$ cat src/rtl/int_ctrl_pkg.sv
// int_ctrl_pkg: shared definitions for the interrupt controller.
//   - default source count and acknowledge timeout
//   - counter width for the wait and timeout counters
//   - vector width helper and the controller state enum
package int_ctrl_pkg;

  localparam int N_SRC_DEF       = 4;
  localparam int ACK_TIMEOUT_DEF = 255;
  localparam int CNT_W           = 8;

  // A single-source build still needs a 1-bit vector port.
  function automatic int vec_width(input int n);
    return (n > 1) ? $clog2(n) : 1;
  endfunction

  localparam int VEC_W_DEF = vec_width(N_SRC_DEF);

  typedef enum logic [1:0] {
    ST_IDLE    = 2'd0,
    ST_REQ     = 2'd1,
    ST_SERVICE = 2'd2
  } state_t;

endpackage

$ cat src/rtl/int_ctrl_if.sv
// int_ctrl_if: bundle between the interrupt controller and the processor side.
//   irq_in      external interrupt lines (async, rising-edge triggered)
//   mask_we     mask register write strobe
//   mask_wdata  new mask value, 1 = source masked
//   int_ack     processor has taken the interrupt
//   int_done    processor retired its return-from-interrupt
//   interrupt   registered interrupt request
//   int_vec     index of the source being requested or serviced
//   busy        controller is in REQ or SERVICE
//   pending     pending-event register
//   timeout_cnt saturating count of abandoned requests
// slave modport is the controller, master modport the processor/stimulus side.
interface int_ctrl_if
  import int_ctrl_pkg::*;
#(
  parameter int N_SRC = N_SRC_DEF,
  parameter int VEC_W = vec_width(N_SRC)
) ();

  logic [N_SRC-1:0] irq_in;
  logic             mask_we;
  logic [N_SRC-1:0] mask_wdata;
  logic             int_ack;
  logic             int_done;
  logic             interrupt;
  logic [VEC_W-1:0] int_vec;
  logic             busy;
  logic [N_SRC-1:0] pending;
  logic [CNT_W-1:0] timeout_cnt;

  modport master (
    output irq_in, mask_we, mask_wdata, int_ack, int_done,
    input  interrupt, int_vec, busy, pending, timeout_cnt
  );

  modport slave (
    input  irq_in, mask_we, mask_wdata, int_ack, int_done,
    output interrupt, int_vec, busy, pending, timeout_cnt
  );

endinterface

$ cat src/rtl/irq_sync_edge.sv
// irq_sync_edge: one interrupt line through a 2-flop synchronizer plus a
// previous-value flop; rise pulses for one cycle on a synchronized 0->1.
//   clk, rst  clock and async active-low reset
//   arm       enables edge reporting once the chain holds post-reset samples
//   irq       raw asynchronous interrupt line
//   rise      single-cycle rising-edge indication
module irq_sync_edge (
  input  logic clk,
  input  logic rst,
  input  logic arm,
  input  logic irq,
  output logic rise
);

  logic sync1;
  logic sync2;
  logic prev;

  always_ff @(posedge clk or negedge rst) begin
    if (!rst) begin
      sync1 <= 1'b0;
      sync2 <= 1'b0;
      prev  <= 1'b0;
    end else begin
      sync1 <= irq;
      sync2 <= sync1;
      prev  <= sync2;
    end
  end

  assign rise = arm & sync2 & ~prev;

endmodule

$ cat src/rtl/int_ctrl.sv
// int_ctrl: single-level interrupt controller with lowest-index priority,
// per-source mask, acknowledge timeout and a saturating timeout counter.
//   clk   single clock, rising edge
//   rst   asynchronous active-low reset
//   bus   int_ctrl_if.slave (irq lines, mask write, ack/done handshake,
//         interrupt/int_vec/busy/pending/timeout_cnt status)
//
// state   | meaning
// --------+--------------------------------------------------------
// IDLE    | waiting for an unmasked pending source
// REQ     | interrupt asserted, waiting up to ACK_TIMEOUT for int_ack
// SERVICE | handler running, waiting for int_done
module int_ctrl
  import int_ctrl_pkg::*;
#(
  parameter int N_SRC       = N_SRC_DEF,
  parameter int ACK_TIMEOUT = ACK_TIMEOUT_DEF
) (
  input logic        clk,
  input logic        rst,
  int_ctrl_if.slave  bus
);

  localparam int               VEC_W     = vec_width(N_SRC);
  localparam logic [CNT_W-1:0] WAIT_LAST = CNT_W'(ACK_TIMEOUT - 1);
  localparam logic [CNT_W-1:0] CNT_MAX   = '1;

  state_t           state_q, state_d;
  logic [VEC_W-1:0] vec_q, vec_d;
  logic [CNT_W-1:0] wait_q, wait_d;
  logic [CNT_W-1:0] tcnt_q, tcnt_d;
  logic [N_SRC-1:0] pending_q, pending_d;
  logic [N_SRC-1:0] mask_q, mask_d;
  logic [N_SRC-1:0] clr;
  logic [N_SRC-1:0] rise;
  logic [N_SRC-1:0] req;
  logic [VEC_W-1:0] low_idx;
  logic [1:0]       prime_q;
  logic             arm;

  // A line already high when reset releases would otherwise look like a
  // fresh edge once sync2 fills while prev is still 0. Edge reporting is
  // held off until prev carries a post-reset sample.
  assign arm = (prime_q == 2'd3);

  always_ff @(posedge clk or negedge rst) begin
    if (!rst) begin
      prime_q <= 2'd0;
    end else if (prime_q != 2'd3) begin
      prime_q <= prime_q + 2'd1;
    end
  end

  for (genvar i = 0; i < N_SRC; i++) begin : g_sync
    irq_sync_edge u_sync (
      .clk  (clk),
      .rst  (rst),
      .arm  (arm),
      .irq  (bus.irq_in[i]),
      .rise (rise[i])
    );
  end

  assign req = pending_q & ~mask_q;

  always_comb begin
    low_idx = '0;
    for (int i = N_SRC - 1; i >= 0; i--) begin
      if (req[i]) low_idx = VEC_W'(i);
    end
  end

  always_ff @(posedge clk or negedge rst) begin
    if (!rst) begin
      state_q   <= ST_IDLE;
      vec_q     <= '0;
      wait_q    <= '0;
      tcnt_q    <= '0;
      pending_q <= '0;
      mask_q    <= '1;
    end else begin
      state_q   <= state_d;
      vec_q     <= vec_d;
      wait_q    <= wait_d;
      tcnt_q    <= tcnt_d;
      pending_q <= pending_d;
      mask_q    <= mask_d;
    end
  end

  always_comb begin
    state_d = state_q;
    vec_d   = vec_q;
    wait_d  = wait_q;
    tcnt_d  = tcnt_q;
    clr     = '0;
    mask_d  = bus.mask_we ? bus.mask_wdata : mask_q;

    unique case (state_q)
      ST_IDLE: begin
        if (req != '0) begin
          vec_d   = low_idx;
          wait_d  = '0;
          state_d = ST_REQ;
        end
      end
      ST_REQ: begin
        // Acknowledge beats a timeout landing in the same cycle.
        if (bus.int_ack) begin
          clr     = N_SRC'(1) << vec_q;
          state_d = ST_SERVICE;
        end else if (wait_q == WAIT_LAST) begin
          if (tcnt_q != CNT_MAX) tcnt_d = tcnt_q + 1'b1;
          state_d = ST_IDLE;
        end else begin
          wait_d = wait_q + 1'b1;
        end
      end
      ST_SERVICE: begin
        if (bus.int_done) state_d = ST_IDLE;
      end
      default: state_d = ST_IDLE;
    endcase

    // A new edge on the bit being acknowledged survives the clear.
    pending_d = (pending_q & ~clr) | rise;
  end

  assign bus.interrupt   = (state_q == ST_REQ);
  assign bus.busy        = (state_q != ST_IDLE);
  assign bus.int_vec     = vec_q;
  assign bus.pending     = pending_q;
  assign bus.timeout_cnt = tcnt_q;

endmodule

$ cat src/flat_wrapper.sv
// flat-port wrapper written by rule: the top's interface ports become plain ports
module int_ctrl_flat import int_ctrl_pkg::*;
#(
  parameter int N_SRC       = N_SRC_DEF,
  parameter int ACK_TIMEOUT = ACK_TIMEOUT_DEF
)
  (clk, rst, bus_irq_in, bus_mask_we, bus_mask_wdata, bus_int_ack, bus_int_done, bus_interrupt, bus_int_vec, bus_busy, bus_pending, bus_timeout_cnt);
  int_ctrl_if #(.N_SRC(N_SRC)) bus_i ();
  input logic clk;
  input logic rst;
  input wire logic [$bits(bus_i.irq_in)-1:0] bus_irq_in;
  input wire logic [$bits(bus_i.mask_we)-1:0] bus_mask_we;
  input wire logic [$bits(bus_i.mask_wdata)-1:0] bus_mask_wdata;
  input wire logic [$bits(bus_i.int_ack)-1:0] bus_int_ack;
  input wire logic [$bits(bus_i.int_done)-1:0] bus_int_done;
  output wire logic [$bits(bus_i.interrupt)-1:0] bus_interrupt;
  output wire logic [$bits(bus_i.int_vec)-1:0] bus_int_vec;
  output wire logic [$bits(bus_i.busy)-1:0] bus_busy;
  output wire logic [$bits(bus_i.pending)-1:0] bus_pending;
  output wire logic [$bits(bus_i.timeout_cnt)-1:0] bus_timeout_cnt;
  assign bus_i.irq_in = bus_irq_in;
  assign bus_i.mask_we = bus_mask_we;
  assign bus_i.mask_wdata = bus_mask_wdata;
  assign bus_i.int_ack = bus_int_ack;
  assign bus_i.int_done = bus_int_done;
  assign bus_interrupt = bus_i.interrupt;
  assign bus_int_vec = bus_i.int_vec;
  assign bus_busy = bus_i.busy;
  assign bus_pending = bus_i.pending;
  assign bus_timeout_cnt = bus_i.timeout_cnt;
  int_ctrl #(.N_SRC(N_SRC), .ACK_TIMEOUT(ACK_TIMEOUT)) u_core (.clk(clk), .rst(rst), .bus(bus_i));
endmodule
$ cat config.mk
export PLATFORM = sky130hd
export DESIGN_NAME = int_ctrl_flat
export DESIGN_NICKNAME = d
export VERILOG_FILES = /design/src/rtl/int_ctrl_pkg.sv /design/src/rtl/int_ctrl_if.sv /design/src/rtl/irq_sync_edge.sv /design/src/rtl/int_ctrl.sv /design/src/flat_wrapper.sv
export SDC_FILE = /design/constraint.sdc
export NUM_CORES = 1
export LEC_CHECK = 0
export CORE_MARGIN = 2
export CORE_UTILIZATION = 45
export DETAILED_ROUTE_END_ITERATION = 10
export HOLD_SLACK_MARGIN = 0.15
export PLACE_DENSITY_LB_ADDON = 0.08
export SLEW_MARGIN = 20
export SYNTH_ARGS = -nofsm -noshare
export SYNTH_HDL_FRONTEND = slang
export SYNTH_SLANG_ARGS = --single-unit
$ cat constraint.sdc
create_clock -name clk -period 2.3 [get_ports clk]
set_clock_uncertainty 0.1 [all_clocks]
set_input_delay 0.46 -clock clk [delete_from_list [all_inputs] [get_ports clk]]
set_output_delay 0.46 -clock clk [all_outputs]
set_load 0.1 [all_outputs]
Yosys cells after proc, flatten, opt, wreduce, memory -nomap -nowiden --
Cells that the tools add are included.
Operators by class: muxes and demuxes 15, add/sub/neg operators 3, reduce and logical (&&, ||, !) cells 8, bitwise operators 18, shifts and indexed selects 1, eq/ne operators 11
Operators with widths (count):
- two-way mux 8 bit | 3
- adder 8 x 1 -> 8 bit (second input constant) | 2
- two-way mux 2 bit | 8
- one-hot mux 8 bit (2 select lines) | 1
- AND 1 bit | 8
- AND 4 bit | 2
- == test 8 bit (second input constant) | 1
- two-way mux 4 bit | 2
- != test 2 bit (second input constant) | 4
- != test 8 bit (second input constant) | 1
- NOT 4 bit | 2
- AND reduction 4 bit | 2
- one-hot mux 2 bit (3 select lines) | 1
- NOT 1 bit | 5
- == test 2 bit (second input constant) | 2
- OR 4 bit | 1
- nonzero test 2 bit | 2
- nonzero test 4 bit | 1
- left shift 1 x 2 -> 4 bit (first input constant) | 1
- != test 3 x 2 -> 1 bit (second input constant) | 1
- AND reduction 3 bit | 1
- adder 2 x 1 -> 2 bit (second input constant) | 1
- == test 2 x 1 -> 1 bit (second input constant) | 1
- zero test 2 bit | 1
- other kinds (2) | 2
Word-level totals: output and inout bits 16, flip-flop bits (word level) 42, input port bits 13, word-level logic and storage cells 75

Depth between registers and ports, before layout --
depth in word-level cells 6, gate-level depth with buffers 6

Hierarchy --
Synthesis repeated with hierarchy kept, for this count alone.
Second synthesis, totals: cells, all modules 161, area total of the unflattened synthesis 1853.0 um^2
Modules (own cells, without submodules):
- int_ctrl | sequential area each 755.7 um^2, cells an instance 145, area each 1517.7 um^2, instances 1
- irq_sync_edge | sequential area each 75.1 um^2, cells an instance 4, area each 83.8 um^2, instances 4

Worst setup path after synthesis --
OpenSTA, ideal clock, no wires.
kind register to register, from register u_core.tcnt_q[2], in the netlist u_core.bus.timeout_cnt[2], to register u_core.tcnt_q[1], in the netlist u_core.bus.timeout_cnt[1], cell stages (with the launch flop) 5, data arrival time 2031 ps, library setup time 126 ps, setup slack 43 ps, clock period less this slack 2257 ps, cell sequence dfrtp_1 > and4_1 > nand4_1 > nand2_2 > mux2_4
On the way: word-level cells in the longest chain between the ends 2
RTL lines:
- start: declaration | line int_ctrl.sv:31 | logic [CNT_W-1:0] tcnt_q, tcnt_d;
- start signal: assignment | line int_ctrl.sv:85 | tcnt_q <= tcnt_d;
- != test 8 bit | line int_ctrl.sv:113 | if (tcnt_q != CNT_MAX) tcnt_d = tcnt_q + 1'b1;
- AND reduction 4 bit (no source line)
No other way between the ends. A chain may end at the register's enable or synchronous reset.

Worst setup path after layout --
from register u_core.state_q[1], to output bus_interrupt
On the way: word-level cells in the longest chain between the ends 1
RTL lines:
- start: declaration | line int_ctrl.sv:28 | state_t state_q, state_d;
- start signal: assignment | line int_ctrl.sv:82 | state_q <= state_d;
- == test 2 x 1 -> 1 bit | line int_ctrl.sv:129 | assign bus.interrupt = (state_q == ST_REQ);
- end: declaration | line flat_wrapper.sv:16 | output wire logic [$bits(bus_i.interrupt)-1:0] bus_interrupt;
No other way between the ends.

==> results.ini <==
[clocking]
cts_root_buffer = clkbuf_8
path_clk_slew_ps = 80
cts_tree = done
cts_resized = 0
worst_skew_pair.late_latency_ps = 290
cts_buffers = 5
post-cts-setup-buffers = 0
clock-sinks = 42
htreeDepth = 2
cts_buffer_depth = 2

[logic_synthesis]
synth-compound-area-share = 0.117
yosysWarnings = 0
synth_area_per_cell_um2 = 12.4
netlist_area_mm2 = 0.00177
yosys.cell_types.count = 31
netlist_top_cells_area = dfrtp_1 54%, dfstp_2 5.9%, xnor2_1 4.0%, mux2_2 3.2%, ha_1 2.8%
synthMuxAreaShare = 0.0466
synth_top_area_frac = 0.537
ys_dominant_reg_cell = dfrtp_1
synth_seq_cells = 42
synth_edf_count = 0
yosys.area_share.adder = 0.0282
yosysTopAreaCell = dfrtp_1
synth_top_family_by_area = simple AND/OR/NAND/NOR gates
synthesis.nets = 160
synthCells = 143
synth_xor_area_frac = 0.0395
synthSimpleGateAreaFrac = 0.164
synthArstFlopShare = 1.00
yosysSeqAreaShare = 0.596

[cells_and_area]
fin_util = 0.594
register_area_mm2 = 0.00106
fillers = 306
finalNetCount = 199
diodes = 0
areaGrowthSynthToFinish_pct = 24.5
stdcell_count = 231
drive_gt1_frac = 0.235
multi_input_area_um2 = 701

[timing]
finalSetupTns_ps = 0
fin_crit_sh = 0.879
relSlewSlack = 0.615
finalHoldViolCount = 0
rsz0062_at_grt = no
max_freq_ghz = 0.495
maxSlewViolCount = 0
post-route-min-period_ps = 2020
tightest_slew_ps = 578
setup_viol = 0

[setup_path]
critical-path-slowest-cell = dfrtp_1
end_kind = output pin
required_ps = 1740
cp_num_cells = 3
crit_buf_inv = 2
worst_setup_path_start_kind = flop
reg2reg_depth = 6
path_cells = nand2b_1 > inv_1 > buf_12
cp_top_family = buffers and inverters
crit_type = flop to output pin
path_max_fanout = 7
worst_ep_arrival_time_ps = 1460
worst_path_largest_cell_delay_ps = 410

[placement]
dp.cells = 222
hpwl_um = 2270
place.port_buffers = 28
gp_congestion = 0.829

[power]
power.share.combinational = 0.426
powerDensity_mw_per_mm2 = 1140
power_switching_w = 0.00115
p_sw_frac = 0.459
intPower_w = 0.00136
power.share.clock = 0.192
power_w = 0.00251
power_leakage_nw = 0.966
ir_worst_vdd_mv = 0.505
pwr-share-seq = 0.382

[routing]
wirelength_um = 3090
drc = 0
ant_nets = 0
vias_per_cell = 5.22
wire_per_inst_um = 13.4
drtPass1Iterations = 4
vias = 1205
drt_iter0_markers = 59

[floorplanning]
dieHeight_um = 66.7
coreArea_mm2 = 0.00372
die_w_um = 66.7
rows = 22
start_util = 0.477
ios = 29
dieArea_mm2 = 0.00445

[global_route]
gr-total-overflow = 0
antenna_found_initial = 0
grt_max_degree = 27
first_global_vias = 1217
grt_pass1_wl_um = 5450
track_usage = 0.167

[run]
maxCapViolCount = 0

[outcome]
status = completed

[min_path]
hold_depth = 0
hold_class = flop to flop

-- final timing paths --
kind | slack, ps | from | end
worst max register to register | 490 | u_core.wait_q[0]$_DFFE_PN0P_ | u_core.bus.timeout_cnt[1]$_DFFE_PN0P_
min in group asynchronous | 590 | rst | u_core.g_sync[0].u_sync.prev$_DFF_PN0_
worst min-delay path | 260 | u_core.g_sync[3].u_sync.sync1$_DFF_PN0_ | u_core.g_sync[3].u_sync.sync2$_DFF_PN0_
max in group asynchronous | 890 | rst | u_core.mask_q[2]$_DFFE_PN1P_
worst max-delay path | 280 | u_core.state_q[1]$_DFFE_PN0P_ | bus_interrupt
worst min register to register | 260 | u_core.g_sync[3].u_sync.sync1$_DFF_PN0_ | u_core.g_sync[3].u_sync.sync2$_DFF_PN0_
-- placed cells by master (no fill, tap or decap), drive strengths merged, types with 5 or more instances in the layout --
cell,netlist,routed
mux2,7,7
clkdlybuf4s50,0,11
clkbuf,0,5
o21ai,10,10
xnor2,8,8
nand2,11,11
dfrtp,38,38
nand4,5,5
inv,4,5
nand3,9,9
buf,0,20
a21oi,7,7
-- metal layers --
metal | vias up | global-route usage | share of wire
met5 | - | 0 | 0
met4 | 0 | 0.0689 | 0.017
met3 | 6 | 0.0541 | 0.062
met2 | 34 | 0.261 | 0.43
met1 | 567 | 0.215 | 0.49
li1 | 598 | - | -
-- kinds of logic after synthesis --
kind of cell	after synthesis
xor+xnor	8
simple gates	47
fa+ha+maj	4
mux	7
compound gates	31
flops	42
buf+inv	4
-- area by class of cell --
type / count / area share
tap: 48 / 0.0272
timing repair buffer: 32 / 0.127
multi-input combinational: 97 / 0.318
clock buffer: 5 / 0.0312
clock inverter: 3 / 0.0113
inverter: 4 / 0.00681
sequential: 42 / 0.479
-- state kept, by name, indices dropped and copies added, names as in the netlist --
name / flops
u_core.bus.pending: 4
u_core.wait_q: 8
u_core.bus.int_vec: 2
u_core.mask_q: 4
u_core.prime_q: 2
u_core.bus.timeout_cnt: 8
u_core.g_sync.u_sync.sync1: 4
u_core.g_sync.u_sync.sync2: 4
u_core.state_q: 2
u_core.g_sync.u_sync.prev: 4
-- power by group through the flow --
stage / sequential, W / clock [W] / combinational [W]
after floorplan: 0.00127 / 0 / 0.000479
after CTS: 0.000960 / 0.000503 / 0.00108
after detailed placement: 0.000974 / 0 / 0.00107
after global routing: 0.000980 / 0.000531 / 0.00114
after global placement: 0.000969 / 0 / 0.00106
final: 0.000959 / 0.000483 / 0.00107
-- Yosys cell counts, types with 2 or more instances --
master,number
nand4_1,4
nand2b_1,3
nand2_1,9
a41oi_1,2
dfstp_2,4
mux2_2,5
ha_1,4
dfrtp_1,38
a21oi_1,7
nand2_2,2
o21a_1,3
inv_1,4
and3_1,3
nor2_1,4
nor2b_1,4
xnor2_1,8
and4_1,2
nand3_1,9
o21ai_0,9
nand3b_1,3
a31oi_1,4
o31ai_1,3
-- through the flow --
step	setup WS, ps	hold slack [ps]	cell area (um^2)
after floorplan	43.1	64.4	1770
after global placement	178	231	2100
after detailed placement	150	240	2100
after CTS	281	260	2210
after global routing	185	264	2210
final	278	257	2210
-- repair_timing --
item,in CTS,in global routing
setup endpoints to repair,0,0
endpoints found under the hold margin,21,0
hold buffers,1,0
(Power assumes the default switching activity.)
